File: src/rtl/multicycle_ctrl_pkg.sv
// Shared opcode, condition, state and control-code definitions for the multicycle control unit.
// Pure declarations; no timing or handshake behaviour of its own.
package multicycle_ctrl_pkg;

  localparam logic [4:0] OP_ALU   = 5'b00000;
  localparam logic [4:0] OP_LHI   = 5'b00001;
  localparam logic [4:0] OP_LLI   = 5'b00010;
  localparam logic [4:0] OP_LDRRI = 5'b00011;
  localparam logic [4:0] OP_LDRRR = 5'b00100;
  localparam logic [4:0] OP_STRRI = 5'b00101;
  localparam logic [4:0] OP_STRRR = 5'b00110;
  localparam logic [4:0] OP_ADDI  = 5'b00111;
  localparam logic [4:0] OP_SUBI  = 5'b01000;
  localparam logic [4:0] OP_MOV   = 5'b01011;
  localparam logic [4:0] OP_BCOND = 5'b11000;
  localparam logic [4:0] OP_BAL   = 5'b11001;
  localparam logic [4:0] OP_JMP   = 5'b10000;
  localparam logic [4:0] OP_JALRL = 5'b10001;
  localparam logic [4:0] OP_JALRR = 5'b10010;
  localparam logic [4:0] OP_JR    = 5'b10011;
  localparam logic [4:0] OP_SYS   = 5'b11100;

  localparam logic [2:0] CND_NE = 3'b000;
  localparam logic [2:0] CND_EQ = 3'b001;
  localparam logic [2:0] CND_CS = 3'b010;
  localparam logic [2:0] CND_CC = 3'b011;

  localparam logic [1:0] ALU_ADD = 2'b00;
  localparam logic [1:0] ALU_SUB = 2'b10;

  localparam logic [1:0] JMP_NONE = 2'b00;
  localparam logic [1:0] JMP_IMM  = 2'b01;
  localparam logic [1:0] JMP_LINK = 2'b10;
  localparam logic [1:0] JMP_REG  = 2'b11;

  typedef enum logic [2:0] {
    S_FETCH, S_DECODE, S_EXEC, S_MEM, S_WB, S_HALT, S_ERROR
  } state_e;

  typedef enum logic [4:0] {
    C_ALU, C_ADDI, C_SUBI, C_MOV, C_CMP, C_LHI, C_LLI, C_OUTR, C_LDR,
    C_STR, C_BCOND, C_BAL, C_JMP, C_JR, C_JAL, C_JALRR, C_HLT, C_ILL
  } ins_class_e;

  typedef struct packed {
    ins_class_e cls;
    logic       imm;
    logic       ill;
  } dec_t;

  // Undefined condition codes are treated as never taken.
  function automatic logic cond_met(input logic [2:0] cond, input logic [1:0] zc);
    case (cond)
      CND_CC:  return !zc[0];
      CND_CS:  return zc[0];
      CND_EQ:  return zc[1];
      CND_NE:  return !zc[1];
      default: return 1'b0;
    endcase
  endfunction

endpackage

File: src/rtl/multicycle_ctrl_ins_class_decode.sv
// Combinational opcode/sub decode of the latched instruction into an instruction class.
// Zero latency; no handshake.
module ins_class_decode
  import multicycle_ctrl_pkg::*;
#(
  parameter int INS_W = 16
) (
  input  logic [INS_W-1:0] ins,
  output dec_t             dec
);

  logic [4:0] op;
  logic [1:0] sub;
  logic       unused_ins;

  assign op         = ins[INS_W-1 -: 5];
  assign sub        = ins[1:0];
  assign unused_ins = ^ins[INS_W-6:2];

  always_comb begin
    dec.cls = C_ILL;
    dec.imm = 1'b0;
    case (op)
      OP_ALU:   dec.cls = C_ALU;
      OP_LHI:   begin dec.cls = C_LHI;  dec.imm = 1'b1; end
      OP_LLI:   begin dec.cls = C_LLI;  dec.imm = 1'b1; end
      OP_LDRRI: begin dec.cls = C_LDR;  dec.imm = 1'b1; end
      OP_LDRRR: dec.cls = C_LDR;
      OP_STRRI: begin dec.cls = C_STR;  dec.imm = 1'b1; end
      OP_STRRR: begin
        case (sub)
          2'b00:   dec.cls = C_STR;
          2'b01:   dec.cls = C_CMP;
          default: dec.cls = C_ILL;
        endcase
      end
      OP_ADDI:  begin dec.cls = C_ADDI; dec.imm = 1'b1; end
      OP_SUBI:  begin dec.cls = C_SUBI; dec.imm = 1'b1; end
      OP_MOV:   dec.cls = C_MOV;
      OP_BCOND: dec.cls = C_BCOND;
      OP_BAL:   dec.cls = C_BAL;
      OP_JMP:   dec.cls = C_JMP;
      OP_JALRL: dec.cls = C_JAL;
      OP_JALRR: dec.cls = C_JALRR;
      OP_JR:    dec.cls = C_JR;
      OP_SYS: begin
        case (sub)
          2'b00:   dec.cls = C_OUTR;
          2'b01:   dec.cls = C_HLT;
          default: dec.cls = C_ILL;
        endcase
      end
      default:  dec.cls = C_ILL;
    endcase
    dec.ill = (dec.cls == C_ILL);
  end

endmodule

File: src/rtl/multicycle_ctrl.sv
// Multicycle control FSM: steps FETCH/DECODE/EXEC/MEM/WB and drives per-step datapath strobes.
// FETCH and MEM hold while MemRdy=0, trapping to ERROR after WAIT_MAX stalled cycles (0 = never).
module multicycle_ctrl
  import multicycle_ctrl_pkg::*;
#(
  parameter int INS_W    = 16,
  parameter int CNT_W    = 3,
  parameter int WAIT_MAX = 15
) (
  input  logic             clk,
  input  logic             Rst_n,
  input  logic [INS_W-1:0] Ins,
  input  logic             MemRdy,
  input  logic [2:0]       PSW_NZC,
  input  logic             Run,
  output logic [CNT_W-1:0] Cnt,
  output logic             Buff_MEMIns,
  output logic             WE_RF,
  output logic             WE_MEM,
  output logic             MEMrd,
  output logic [1:0]       ALUop,
  output logic             OprandB,
  output logic             Buff_PSW,
  output logic             Branch,
  output logic [1:0]       Jump,
  output logic             Buff_PC,
  output logic             Buff_OutR,
  output logic             Done,
  output logic             Err
);

  localparam int WW = (WAIT_MAX > 0) ? $clog2(WAIT_MAX + 1) : 1;

  state_e           state, state_n;
  logic [INS_W-1:0] ins_q;
  logic [WW-1:0]    wait_q, wait_n;
  dec_t             dec;
  logic             timeout;
  logic             unused_n;

  assign unused_n = PSW_NZC[2];
  assign timeout  = (WAIT_MAX != 0) && (wait_q == WW'(WAIT_MAX));

  ins_class_decode #(.INS_W(INS_W)) u_dec (
    .ins (ins_q),
    .dec (dec)
  );

  always_ff @(posedge clk or negedge Rst_n) begin
    if (!Rst_n) begin
      state  <= S_FETCH;
      ins_q  <= '0;
      wait_q <= '0;
    end else begin
      state  <= state_n;
      wait_q <= wait_n;
      if (state == S_FETCH && MemRdy) ins_q <= Ins;
    end
  end

  always_comb begin
    state_n     = state;
    wait_n      = '0;
    Buff_MEMIns = 1'b0;
    WE_RF       = 1'b0;
    WE_MEM      = 1'b0;
    MEMrd       = 1'b0;
    ALUop       = ALU_ADD;
    OprandB     = 1'b0;
    Buff_PSW    = 1'b0;
    Branch      = 1'b0;
    Jump        = JMP_NONE;
    Buff_PC     = 1'b0;
    Buff_OutR   = 1'b0;
    Done        = 1'b0;
    Err         = 1'b0;
    case (state)
      S_FETCH: begin
        Buff_MEMIns = 1'b1;
        if (MemRdy)       state_n = S_DECODE;
        else if (timeout) state_n = S_ERROR;
        else              wait_n  = wait_q + WW'(1);
      end
      S_DECODE: begin
        if (dec.ill) begin
          state_n = S_ERROR;
        end else if (dec.cls == C_HLT) begin
          Buff_PC = 1'b1;
          state_n = S_HALT;
        end else begin
          state_n = S_EXEC;
        end
      end
      S_EXEC: begin
        state_n = S_FETCH;
        case (dec.cls)
          C_ALU:   begin ALUop = ins_q[1:0]; state_n = S_WB; end
          C_ADDI:  begin OprandB = 1'b1; state_n = S_WB; end
          C_SUBI:  begin ALUop = ALU_SUB; OprandB = 1'b1; state_n = S_WB; end
          C_MOV:   state_n = S_WB;
          C_CMP:   begin ALUop = ALU_SUB; Buff_PSW = 1'b1; Buff_PC = 1'b1; end
          C_LHI,
          C_LLI:   begin OprandB = 1'b1; WE_RF = 1'b1; Buff_PC = 1'b1; end
          C_OUTR:  begin Buff_OutR = 1'b1; Buff_PC = 1'b1; end
          C_LDR,
          C_STR:   begin OprandB = dec.imm; state_n = S_MEM; end
          C_BCOND: begin Branch = cond_met(ins_q[INS_W-6 -: 3], PSW_NZC[1:0]); Buff_PC = 1'b1; end
          C_BAL:   begin Branch = 1'b1; Buff_PC = 1'b1; end
          C_JMP:   begin Jump = JMP_IMM; Buff_PC = 1'b1; end
          C_JR:    begin Jump = JMP_REG; Buff_PC = 1'b1; end
          C_JAL:   begin Jump = JMP_LINK; state_n = S_WB; end
          C_JALRR: begin Jump = JMP_REG; state_n = S_WB; end
          default: state_n = S_ERROR;
        endcase
      end
      S_MEM: begin
        MEMrd  = (dec.cls == C_LDR);
        WE_MEM = (dec.cls != C_LDR);
        // A store retires on the cycle its write is accepted.
        if (MemRdy) begin
          Buff_PC = (dec.cls != C_LDR);
          state_n = (dec.cls == C_LDR) ? S_WB : S_FETCH;
        end else if (timeout) begin
          state_n = S_ERROR;
        end else begin
          wait_n = wait_q + WW'(1);
        end
      end
      S_WB: begin
        WE_RF    = 1'b1;
        Buff_PC  = 1'b1;
        Buff_PSW = (dec.cls == C_ALU) || (dec.cls == C_ADDI) || (dec.cls == C_SUBI);
        state_n  = S_FETCH;
      end
      S_HALT: begin
        Done = 1'b1;
        if (Run) state_n = S_FETCH;
      end
      S_ERROR: begin
        Err = 1'b1;
        if (Run) state_n = S_FETCH;
      end
      default: state_n = S_FETCH;
    endcase
  end

  always_comb begin
    case (state)
      S_DECODE: Cnt = CNT_W'(1);
      S_EXEC:   Cnt = CNT_W'(2);
      S_MEM:    Cnt = CNT_W'(3);
      S_WB:     Cnt = CNT_W'(4);
      default:  Cnt = '0;
    endcase
  end

endmodule

File: config.mk
export PLATFORM = sky130hd
export DESIGN_NAME = multicycle_ctrl
export DESIGN_NICKNAME = d
export VERILOG_FILES = /design/src/rtl/multicycle_ctrl_pkg.sv /design/src/rtl/multicycle_ctrl_ins_class_decode.sv /design/src/rtl/multicycle_ctrl.sv
export SDC_FILE = /design/constraint.sdc
export NUM_CORES = 1
export LEC_CHECK = 0
export ABC_CLOCK_PERIOD_IN_PS = 3150
export CELL_PAD_IN_SITES_DETAIL_PLACEMENT = 2
export CELL_PAD_IN_SITES_GLOBAL_PLACEMENT = 2
export CORE_ASPECT_RATIO = 1.1
export CORE_UTILIZATION = 30
export DETAILED_ROUTE_END_ITERATION = 10
export PLACE_DENSITY = 0.8
export SLEW_MARGIN = 20
export SYNTH_ARGS = -nofsm -noshare
export SYNTH_HDL_FRONTEND = slang
export SYNTH_HIERARCHICAL = 1
export SYNTH_SLANG_ARGS = --single-unit
File: constraint.sdc
create_clock -name clk -period 3.15 [get_ports clk]
set_input_delay 0.4725 -clock clk [delete_from_list [all_inputs] [get_ports clk]]
set_output_delay 0.4725 -clock clk [all_outputs]
set_load 0.05 [all_outputs]
* Word-level counts from Yosys, hierarchy flattened
Index checks and enable logic that the tools add are counted.
** Storage, ports and cells
- Register bits after elaboration :: 23
** Operators by class
- Equal/unequal tests :: 46
- Reductions and logical operators :: 21
- Mux-type cells :: 42
- $add $sub $neg :: 1
** Operators by type and width (number)
- $pmux 5 s16 :: 1
- $eq 5x4->1 const B :: 10
- $eq 5x5->1 const B :: 9
- $eq 5x3->1 const B :: 8
- $mux 3 :: 7
- $eq 5x2->1 const B :: 4
- $pmux 5 s2 :: 2
- $mux 1 :: 16
- $pmux 3 s5 :: 1
- $reduce_or 2->1 :: 7
- $eq 3x2->1 const B :: 4
- $mux 4 :: 3
- $pmux 3 s4 :: 1
- $reduce_or 6->1 :: 2
- $eq 5x1->1 const B :: 2
- $logic_not 5->1 :: 2
- $eq 3x3->1 const B :: 3
- $pmux 3 s3 :: 1
- $pmux 1 s2 :: 4
- $pmux 1 s4 :: 2
- $reduce_or 8->1 :: 1
- $eq 3x1->1 const B :: 2
- $logic_not 3->1 :: 2
- $pmux 2 s3 :: 1
- 12 further kinds :: 15

* Depth between registers and ports, before layout
Gate-level depths: netlist (run 1).
- Depth in word-level cells :: 7
- Gate-level depth with buffers :: 10

* Cells and area by module
The synthesis (run 1) kept the hierarchy.
** Modules (own cells, without submodules)
- multicycle_ctrl :: cells an instance 144, seq. area each 575.6 sq um, instances 1, area an instance 1445.1 sq um
- ins_class_decode :: cells an instance 49, seq. area each 0.0 sq um, instances 1, area an instance 307.8 sq um

* Least setup slack after synthesis (run 1)
No wires, ideal clock.
- Path type :: reg2out
- From :: register ins_q[15]
- To :: output port Branch
- Arrival :: 3.233 ns
- Stages on the path, launching flop included :: 8
- Required time :: 2.677 ns
- Setup slack :: -0.555 ns
- Path buffers :: 2
- Cells stage by stage :: dfrtp_1 -> buf_6 -> nand3b_1 -> nand3_1 -> o21ai_1 -> o21ai_0 -> clkbuf_1 -> nor4b_1
** RTL lines
- start, declared :: RTL line multicycle_ctrl.sv:35 : logic [INS_W-1:0] ins_q;
- start signal, assigned :: RTL line multicycle_ctrl.sv:57 : if (state == S_FETCH && MemRdy) ins_q <= Ins;
- end, declared :: RTL line multicycle_ctrl.sv:24 : output logic Branch,

==> results of run 1 <==
## power groups by stage
| stage | registers [mW] | clock network [mW] | logic (mW) |
|---|---|---|---|
| 6_report | 0.536 | 0.168 | 1.98 |
| 5_1_grt | 0.561 | 0.184 | 2.12 |
| 4_1_cts | 0.536 | 0.175 | 1.57 |
| 3_3_place_gp | 0.518 | 0 | 1.42 |
| 3_5_place_dp | 0.542 | 0 | 1.51 |
| 2_1_floorplan | 0.376 | 0 | 1.27 |
## worst reg2reg max path, stage by stage, from the launching register on
cell                       delay [ns]
sky130_fd_sc_hd__dfrtp_2         0.49
sky130_fd_sc_hd__or2b_1          0.28
sky130_fd_sc_hd__nand3_1         0.11
sky130_fd_sc_hd__o21ai_2         0.08
sky130_fd_sc_hd__o21ai_2         0.20
sky130_fd_sc_hd__buf_4           0.20
sky130_fd_sc_hd__nor3_4          0.07
sky130_fd_sc_hd__buf_4           0.15
sky130_fd_sc_hd__nand3b_1        0.13
sky130_fd_sc_hd__a221oi_1        0.10
sky130_fd_sc_hd__or4_1           0.42
## area by class of cell
type                       instances  area (um2)  area share [%]
sequential                        17         432            19.9
clock buffer                       4        45.0            2.08
multi-input combinational        143         992            45.8
timing repair buffer              59         603            27.8
inverter                           7        26.3            1.21
tap                               56        70.1            3.23
## routing by layer
metal  GRT usage (%)  vias to the layer above  routed length, um
met1            24.0                      798               2370
met5               0                        -                  0
li1                -                      747                  -
met2            39.2                       20               3280
met4            5.40                        0                 80
met3            2.65                        8                 99
## repair_timing
action,in CTS,in global routing
gates resized for setup,7,9
endpoints found under the setup margin,2,7
setup buffers,2,19
pin swaps,1,3
gates cloned,0,1
## state kept, by name (all words and copies together) (netlist names)
| register | cells |
|---|---|
| ins_q | 10 |
| wait_q | 4 |
| state | 3 |
## placed cells by master, fill, tap and decap left out, types with 2 or more instances in the layout
cell,count
sky130_fd_sc_hd__a2111oi_0,2
sky130_fd_sc_hd__a21oi_1,10
sky130_fd_sc_hd__a31oi_1,4
sky130_fd_sc_hd__and2_1,2
sky130_fd_sc_hd__and2b_1,2
sky130_fd_sc_hd__and3_1,3
sky130_fd_sc_hd__buf_12,8
sky130_fd_sc_hd__buf_4,28
sky130_fd_sc_hd__clkbuf_8,3
sky130_fd_sc_hd__clkdlybuf4s50_1,21
sky130_fd_sc_hd__dfrtp_1,12
sky130_fd_sc_hd__dfrtp_2,5
sky130_fd_sc_hd__inv_1,6
sky130_fd_sc_hd__mux2_2,7
sky130_fd_sc_hd__mux2_4,2
sky130_fd_sc_hd__nand2_1,12
sky130_fd_sc_hd__nand2_2,2
sky130_fd_sc_hd__nand3_1,7
sky130_fd_sc_hd__nand3b_1,3
sky130_fd_sc_hd__nor2_1,23
sky130_fd_sc_hd__nor2b_1,2
sky130_fd_sc_hd__nor3_1,6
sky130_fd_sc_hd__nor3b_2,2
sky130_fd_sc_hd__o211ai_1,2
sky130_fd_sc_hd__o21ai_0,8
sky130_fd_sc_hd__o21ai_1,2
sky130_fd_sc_hd__o21ai_2,3
sky130_fd_sc_hd__o22ai_2,2
sky130_fd_sc_hd__or3_1,2
sky130_fd_sc_hd__xor2_1,5
## worst max path at each step
stage / endpoint / startpoint / depth (start not counted)
finish: Buff_PC / ins_q[11] / 8
global route: Buff_PC / ins_q[12] / 9
CTS: Buff_PC / ins_q[12] / 10
detailed placement: Buff_PC / ins_q[12] / 10
global placement: Buff_PC / ins_q[12] / 9
floorplan: Buff_PSW / ins_q[12] / 7
==> impl.org, run 1 <==
** Clocking
- Number of buffers created by CTS :: 3
- The number of hold buffers added after CTS was 0.
- TritonCTS built the clock tree.
- Largest buffer count on any clock path :: 2
- Skew-Pair Late Insertion Delay :: 0.26 ns
- Clock input transition at the sequential cells of the worst setup and hold paths :: 0.07 ns
- CTS placed an instance of sky130_fd_sc_hd__clkbuf_8 at the clock tree root.
- CTS built an H-tree with a depth of 1.
- Count of clock tree sinks :: 17

** Power and ir drop
- Registers are responsible for 20.0% of the overall power.
- Cell internal power was estimated by the tool at 1.28 mW.
- The share of total power dissipated in the clock network is 6.3%.
- Net switching is 52.2% of the power.
- IR drop worst, VDD :: 0.478 mV
- In this run the power spent charging and discharging nets is 1.40 mW.
- Part of the total power dissipated in combinational logic :: 73.8%
- Cell leakage power :: 0.923 nW
- Power density of the placed cells :: 1240 mW/mm2
- Total design power :: 2.68 mW

** Route
- In the routed design, unresolved DRC markers number 0.
- The count of nets left with antenna violations once routing finished came out at 0.
- Drt wl/cell :: 20.4 um
- For this run, the detailed router's first-pass iteration total came to 4.
- The routed layout has 1573 vias.
- After the first detailed-routing iteration, the DRC count stood at 44.
- Post-Route WL :: 5.83 mm
- Dividing the detail-routed via count by the number of cells gives 5.50.

** Setup path
- Worst path buffer plus inverter count :: 1
- In this run the critical register-to-register path is captured at state[2].
- Max Fanout on Critical Path :: 11
- Among cell families on the critical path, the largest total delay comes from compound AO/OA/AOI/OAI gates.
- At the worst endpoint, the arrival time is 2.62 ns.
- Endpoint required time on the critical path :: 2.68 ns
- On the worst path, the slowest cell contributes a delay of 0.51 ns.
- Category of the critical setup timing path :: reg2out
- Across all register-to-register paths, the minimum setup slack is 0.79 ns.
- Cell-by-cell listing of the critical path :: nor3b_2 > a21oi_1 > o211a_2 > nor3_4 > nand3_1 > nor2b_4 > a2111o_1 > buf_4
- Worst path slowest cell :: sky130_fd_sc_hd__dfrtp_2
- The worst register-to-register path begins at ins_q[12].
- Worst setup EP type :: output pin
- The number of cells on the worst reg-to-reg path is 10.
- Kind of start point of the critical path :: register

** Layout
- Final layout net count :: 255
- Compared with the post-synthesis result, the final layout area differs by 43.3%.
- Cells with a size suffix above 1 make up 33.9% of the layout.
- Antenna diode count :: 0
- Non-Filler Instances :: 286
- Post-Route Utilization :: 45.7%
- Final Instance Area :: 0.00217 mm2
- Fillcell total :: 519

** Yosys
- Synthesis handed over a netlist of 181 instances.
- The average instance in the mapped netlist occupies 8.36 um2.
- Net count after synthesis :: 205
- Number of warnings issued by yosys :: 6
- The synthesized netlist occupies a cell area of 0.00151 mm2.

** Outcome
- The flow ran to the end, and the final reports show no timing, DRC or antenna violations.

** Global routing
- Overall Global Routing Usage :: 20.7%
- The number of antenna violations at the first check in global routing came to 0.
- The first global-routing pass estimated 8.80 mm of wire.
- Number of global-route vias before repair :: 1657
- Entering global routing, the biggest net connects 18 pins.
- The total overflow left after global routing is 0.

** Die
- Number of placement rows :: 26
- Die Y :: 76.5 um
- In this run the horizontal extent of the chip is 69.7 um.
- Once the floorplan was initialized, standard cells occupied 31.8% of the core.
- The region available for standard cell placement spans 0.00475 mm2.
- Die Area :: 0.00533 mm2
- Number of placed I/O pins :: 41

** Timing
- Post-route fraction of the period consumed by the critical path :: 98.2%
- At the pin with the least slew margin, the transition time is 0.808 ns.
- The number of max-slew violations in the final report was 0.
- Count of final hold-check violations :: 0
- Setup repair after global routing could not meet its margin everywhere.
- For the finished layout, the period the worst path requires is 3.09 ns.
- For this run, the top clock speed supported by timing is 323 MHz.
- Relative slew slack :: 45.9%
- After routing, the total negative slack on setup checks comes to 0 ns.
- Hold slack :: 0.505 ns
- Setup violations remaining at the end of the flow were counted as 0.
- Setup slack on the critical path of the routed design comes to 0.0570 ns.
- Maximum clock skew at final layout :: 0.00407 ns

** Place
- Final RePlAce weighted congestion :: 0.777
- OpenSTA, run right after detailed placement, puts the worst setup slack at 0.101 ns.
- Area after DPL :: 0.00191 mm2
- Counting tap cells, the placed design contains a total of 260 instances.
- Count of port buffers added during placement :: 33
- After legalization and detailed placement, the total HPWL measured 3.97 mm.

** Hold path
- The worst hold path belongs to the class reg2reg.
- HP Start :: wait_q[0]
- Hold Path Sink :: wait_q[0]
- Worst hold path cell count :: 1

** Job
- Number of maximum-capacitance constraint violations :: 0
Note: power is estimated with default switching activity, not from simulation.
==> inputs of run 2 (changes only) <==
--- a/config.mk
+++ b/config.mk
@@ -8,7 +8,7 @@
 export ABC_CLOCK_PERIOD_IN_PS = 3150
 export CELL_PAD_IN_SITES_DETAIL_PLACEMENT = 2
 export CELL_PAD_IN_SITES_GLOBAL_PLACEMENT = 2
-export CORE_ASPECT_RATIO = 1.1
+export CORE_ASPECT_RATIO = 1.4
 export CORE_UTILIZATION = 30
 export DETAILED_ROUTE_END_ITERATION = 10
 export PLACE_DENSITY = 0.8
==> run 2 against run 1 <==
Sequential cell count stayed put; wire length is 13% lower; worst setup slack better by 0.058 ns.
==> impl.org, run 2 (synthesized netlist as in run 1, its figures left out) <==
** Outcome
- Outcome :: complete, no violations (unchanged)

** Layout
- Non-Filler Instances :: 281 (was 286)
- Largest registers :: ins_q: 10 flops, wait_q: 4 flops, state: 3 flops (unchanged)
- The register area is 430 um2 (was 432 um2).
- The share of the core filled with cells in the final layout was 42.7% (was 45.7%).
- Flip-flop count of the largest register, all copies and words added :: 10 (unchanged)
- The synthesis-to-layout area growth came to 36.8% (was 43.3%).
- The most common cell after layout, fill and taps aside is sky130_fd_sc_hd__nor2_1 (was sky130_fd_sc_hd__buf_4).
- Multi-input logic area :: 990 um2 (was 992 um2)
- The layout cell share with drive strength beyond 1 is 28.6% (was 33.9%).
- Antenna diode count :: 0 (unchanged)
- The count of nets after finishing is 242 (was 255).
- Largest register by flop count :: ins_q (unchanged)
- Commonest cells after routing, fill and taps aside: 23 x sky130_fd_sc_hd__nor2_1, 21 x sky130_fd_sc_hd__clkdlybuf4s50_1, 17 x sky130_fd_sc_hd__buf_4, 13 x sky130_fd_sc_hd__dfrtp_1, 12 x sky130_fd_sc_hd__nand2_1 (was 28 x sky130_fd_sc_hd__buf_4, 23 x sky130_fd_sc_hd__nor2_1, 21 x sky130_fd_sc_hd__clkdlybuf4s50_1, 12 x sky130_fd_sc_hd__nand2_1, 12 x sky130_fd_sc_hd__dfrtp_1).
- The count of filler cells inserted in the layout was 535 (was 519).

** Setup path
- The classification of the worst setup path was reg2out (unchanged).
- Flop2flop setup slack :: 0.82 ns (was 0.79 ns)
- The kind of start point of the critical path was a register (unchanged).
- The critical path required time came to 2.68 ns (about the same).
- The signal arrival time at the worst endpoint was 2.56 ns (was 2.62 ns).
- FF-to-FF Start :: ins_q[12] (unchanged)
- The highest cell delay on the worst timing path is 0.48 ns (was 0.51 ns).
- The cell class contributing the biggest share of worst-path delay is simple AND/OR/NAND/NOR gates (was compound AO/OA/AOI/OAI gates).
- Worst r2r path cells :: 8 (was 10)
- Worst setup EP type :: output pin (unchanged)
- Reg-to-reg critical path endpoint :: state[2] (unchanged)
- Setup crit start :: ins_q[14] (was ins_q[11])
- Cell-by-cell listing of the critical path: and4bb_1 > a31oi_1 > o22ai_2 > nor3_4 > nand3_1 > nor2b_4 > a2111o_1 > buf_4 (was nor3b_2 > a21oi_1 > o211a_2 > nor3_4 > nand3_1 > nor2b_4 > a2111o_1 > buf_4).
- Worst path buffer plus inverter count :: 1 (unchanged)
- The top fanout value on the critical path came to 10 (was 11).
- Worst path slowest cell :: sky130_fd_sc_hd__dfrtp_2 (unchanged)

** Hold path
- Worst hold path cell count :: 1 (unchanged)
- The hold path startpoint is wait_q[0] (unchanged).
- Hold Path Sink :: wait_q[0] (unchanged)
- Path type of the worst min-delay path :: reg2reg (unchanged)

** Clocking
- Number of buffers created by CTS :: 3 (unchanged)
- The number of levels in the clock H-tree came to 1 (unchanged).
- Count of clock tree sinks :: 17 (unchanged)
- Skew-Pair Late Insertion Delay :: 0.24 ns (was 0.26 ns)
- Buffer cell driving the clock tree root :: sky130_fd_sc_hd__clkbuf_8 (unchanged)
- The buffer levels on the longest clock path was 2 (unchanged).
- The CTS tree is done (unchanged).
- Clock input transition at the sequential cells of the worst setup and hold paths :: 0.06 ns (was 0.07 ns)

** Timing
- Maximum clock skew at final layout :: 0.00207 ns (was 0.00407 ns)
- Endpoints failing setup :: 0 (unchanged)
- Setup TNS :: 0 ns (unchanged)
- The number of max-slew violations in the final report is 0 (unchanged).
- The top achievable clock speed was 330 MHz (was 323 MHz).
- Period minus WS final :: 3.03 ns (was 3.09 ns)
- Relative slew slack :: 49.3% (was 45.9%)
- The number of failing hold endpoints at the final stage came to 0 (unchanged).
- Post-route fraction of the period consumed by the critical path :: 96.3% (was 98.2%)
- Slew at the pin closest to its max-slew limit :: 0.758 ns (was 0.808 ns)
- The final hold slack came to 0.510 ns (was 0.505 ns).

** Die
- Area of the core region :: 0.00484 mm2 (was 0.00475 mm2)
- The die footprint was 0.00533 mm2 (about the same).
- The width of the chip came to 62.0 um (was 69.7 um).
- Number of placed I/O pins :: 41 (unchanged)
- The row count came to 30 (was 26).
- Initial cell density of the core :: 31.2% (was 31.8%)
- Die Y :: 86.0 um (was 76.5 um)

** Route
- Number of iterations in the first detailed-routing pass :: 4 (unchanged)
- The via count was 1454 (was 1573).
- Uppermost signal routing layer after detailed routing :: met4 (unchanged)
- Post-Route WL :: 5.05 mm (was 5.83 mm)
- Met1 Wirelength :: 1.93 mm (was 2.37 mm)
- Detail Route met3 WL :: 68 um (was 99 um)
- The routed length on met2 is 3.02 mm (was 3.28 mm).
- The violation count after the first detailed-routing iteration came to 44 (unchanged).
- Number of remaining DRC errors :: 0 (unchanged)
- The number of vias per cell was 5.17 (was 5.50).
- Drt wl/cell :: 18.0 um (was 20.4 um)
- Number of nets still failing antenna checks after routing :: 0 (unchanged)

** Power and ir drop
- The total power of the final layout is 2.35 mW (was 2.68 mW).
- Power density of the placed cells :: 1140 mW/mm2 (was 1240 mW/mm2)
- The worst supply voltage drop on vdd came to 0.565 mV (was 0.478 mV).
- The standby leakage power came to 0.859 nW (was 0.923 nW).

** Place
- Count of port buffers added during placement :: 33 (unchanged)
- The final RePlAce weighted congestion was 0.824 (was 0.777).
- The number of cells after detailed placement is 272 (was 260).
- The post-DP HPWL is 3.91 mm (was 3.97 mm).

** Global routing
- The number of antenna violations at the first check in global routing is 0 (unchanged).
- The all-layer global routing usage came to 20.2% (was 20.7%).
- The largest net degree at the start of global routing was 18 (unchanged).
- Number of global-route vias before repair :: 1671 (was 1657)
- The first-pass GRT wire length was 8.00 mm (was 8.80 mm).
- The final global-route overflow total was 0 (unchanged).

** Job
- The max capacitance violation total was 0 (unchanged).
[run 2: cell types whose count changed in the layout (fill, tap and decap cells not counted), sizes merged]
cell | previous run | this run
clkdlybuf4s15 | 1 | 0
buf | 37 | 25
[run 2: cell type report]
class                      instances  area share (%)
inverter                           7            1.27
clock buffer                       4            2.18
sequential                        17            20.8
timing repair buffer              46            24.1
tap                               64            3.87
multi-input combinational        143            47.8
[run 2: layer usage]
metal / up-vias / global-route usage (%)
met4: 0 / 3.84
li1: 718 / -
met2: 13 / 39.7
met5: - / 0
met3: 4 / 2.41
met1: 719 / 21.5
[run 2: report_power, final]
part           internal (mW)  leakage [nW]  switching, mW
Clock                 0.0894        0.0228         0.0665
Combinational          0.699         0.629           1.01
Sequential             0.314         0.208          0.176
[run 2: worst max-delay path by stage]
stage / to / slack [ns] / depth (start not counted)
2_1_floorplan: Buff_PSW / 0.08 / 7
3_3_place_gp: Buff_PC / 0.26 / 10
3_5_place_dp: Branch / 0.16 / 8
4_1_cts: Buff_PSW / 0.002 / 8
5_1_grt: Branch / -0.02 / 9
6_report: Buff_PC / 0.12 / 8
[run 2: through the flow]
stage / cell area (um2) / setup WS (ns)
floorplan: 1530 / 0.0828
global placement: 1950 / 0.259
detailed placement: 1950 / 0.161
CTS: 2000 / 0.00245
global route: 2070 / -0.0191
finish: 2070 / 0.115
[run 2: what timing repair did]
| action | in CTS | in global routing |
|---|---|---|
| endpoints found under the setup margin | 4 | 9 |
| gates resized for setup | 3 | 8 |
| setup buffers | 0 | 5 |
| hold buffers | 0 | 0 |
| pin swaps | 0 | 2 |
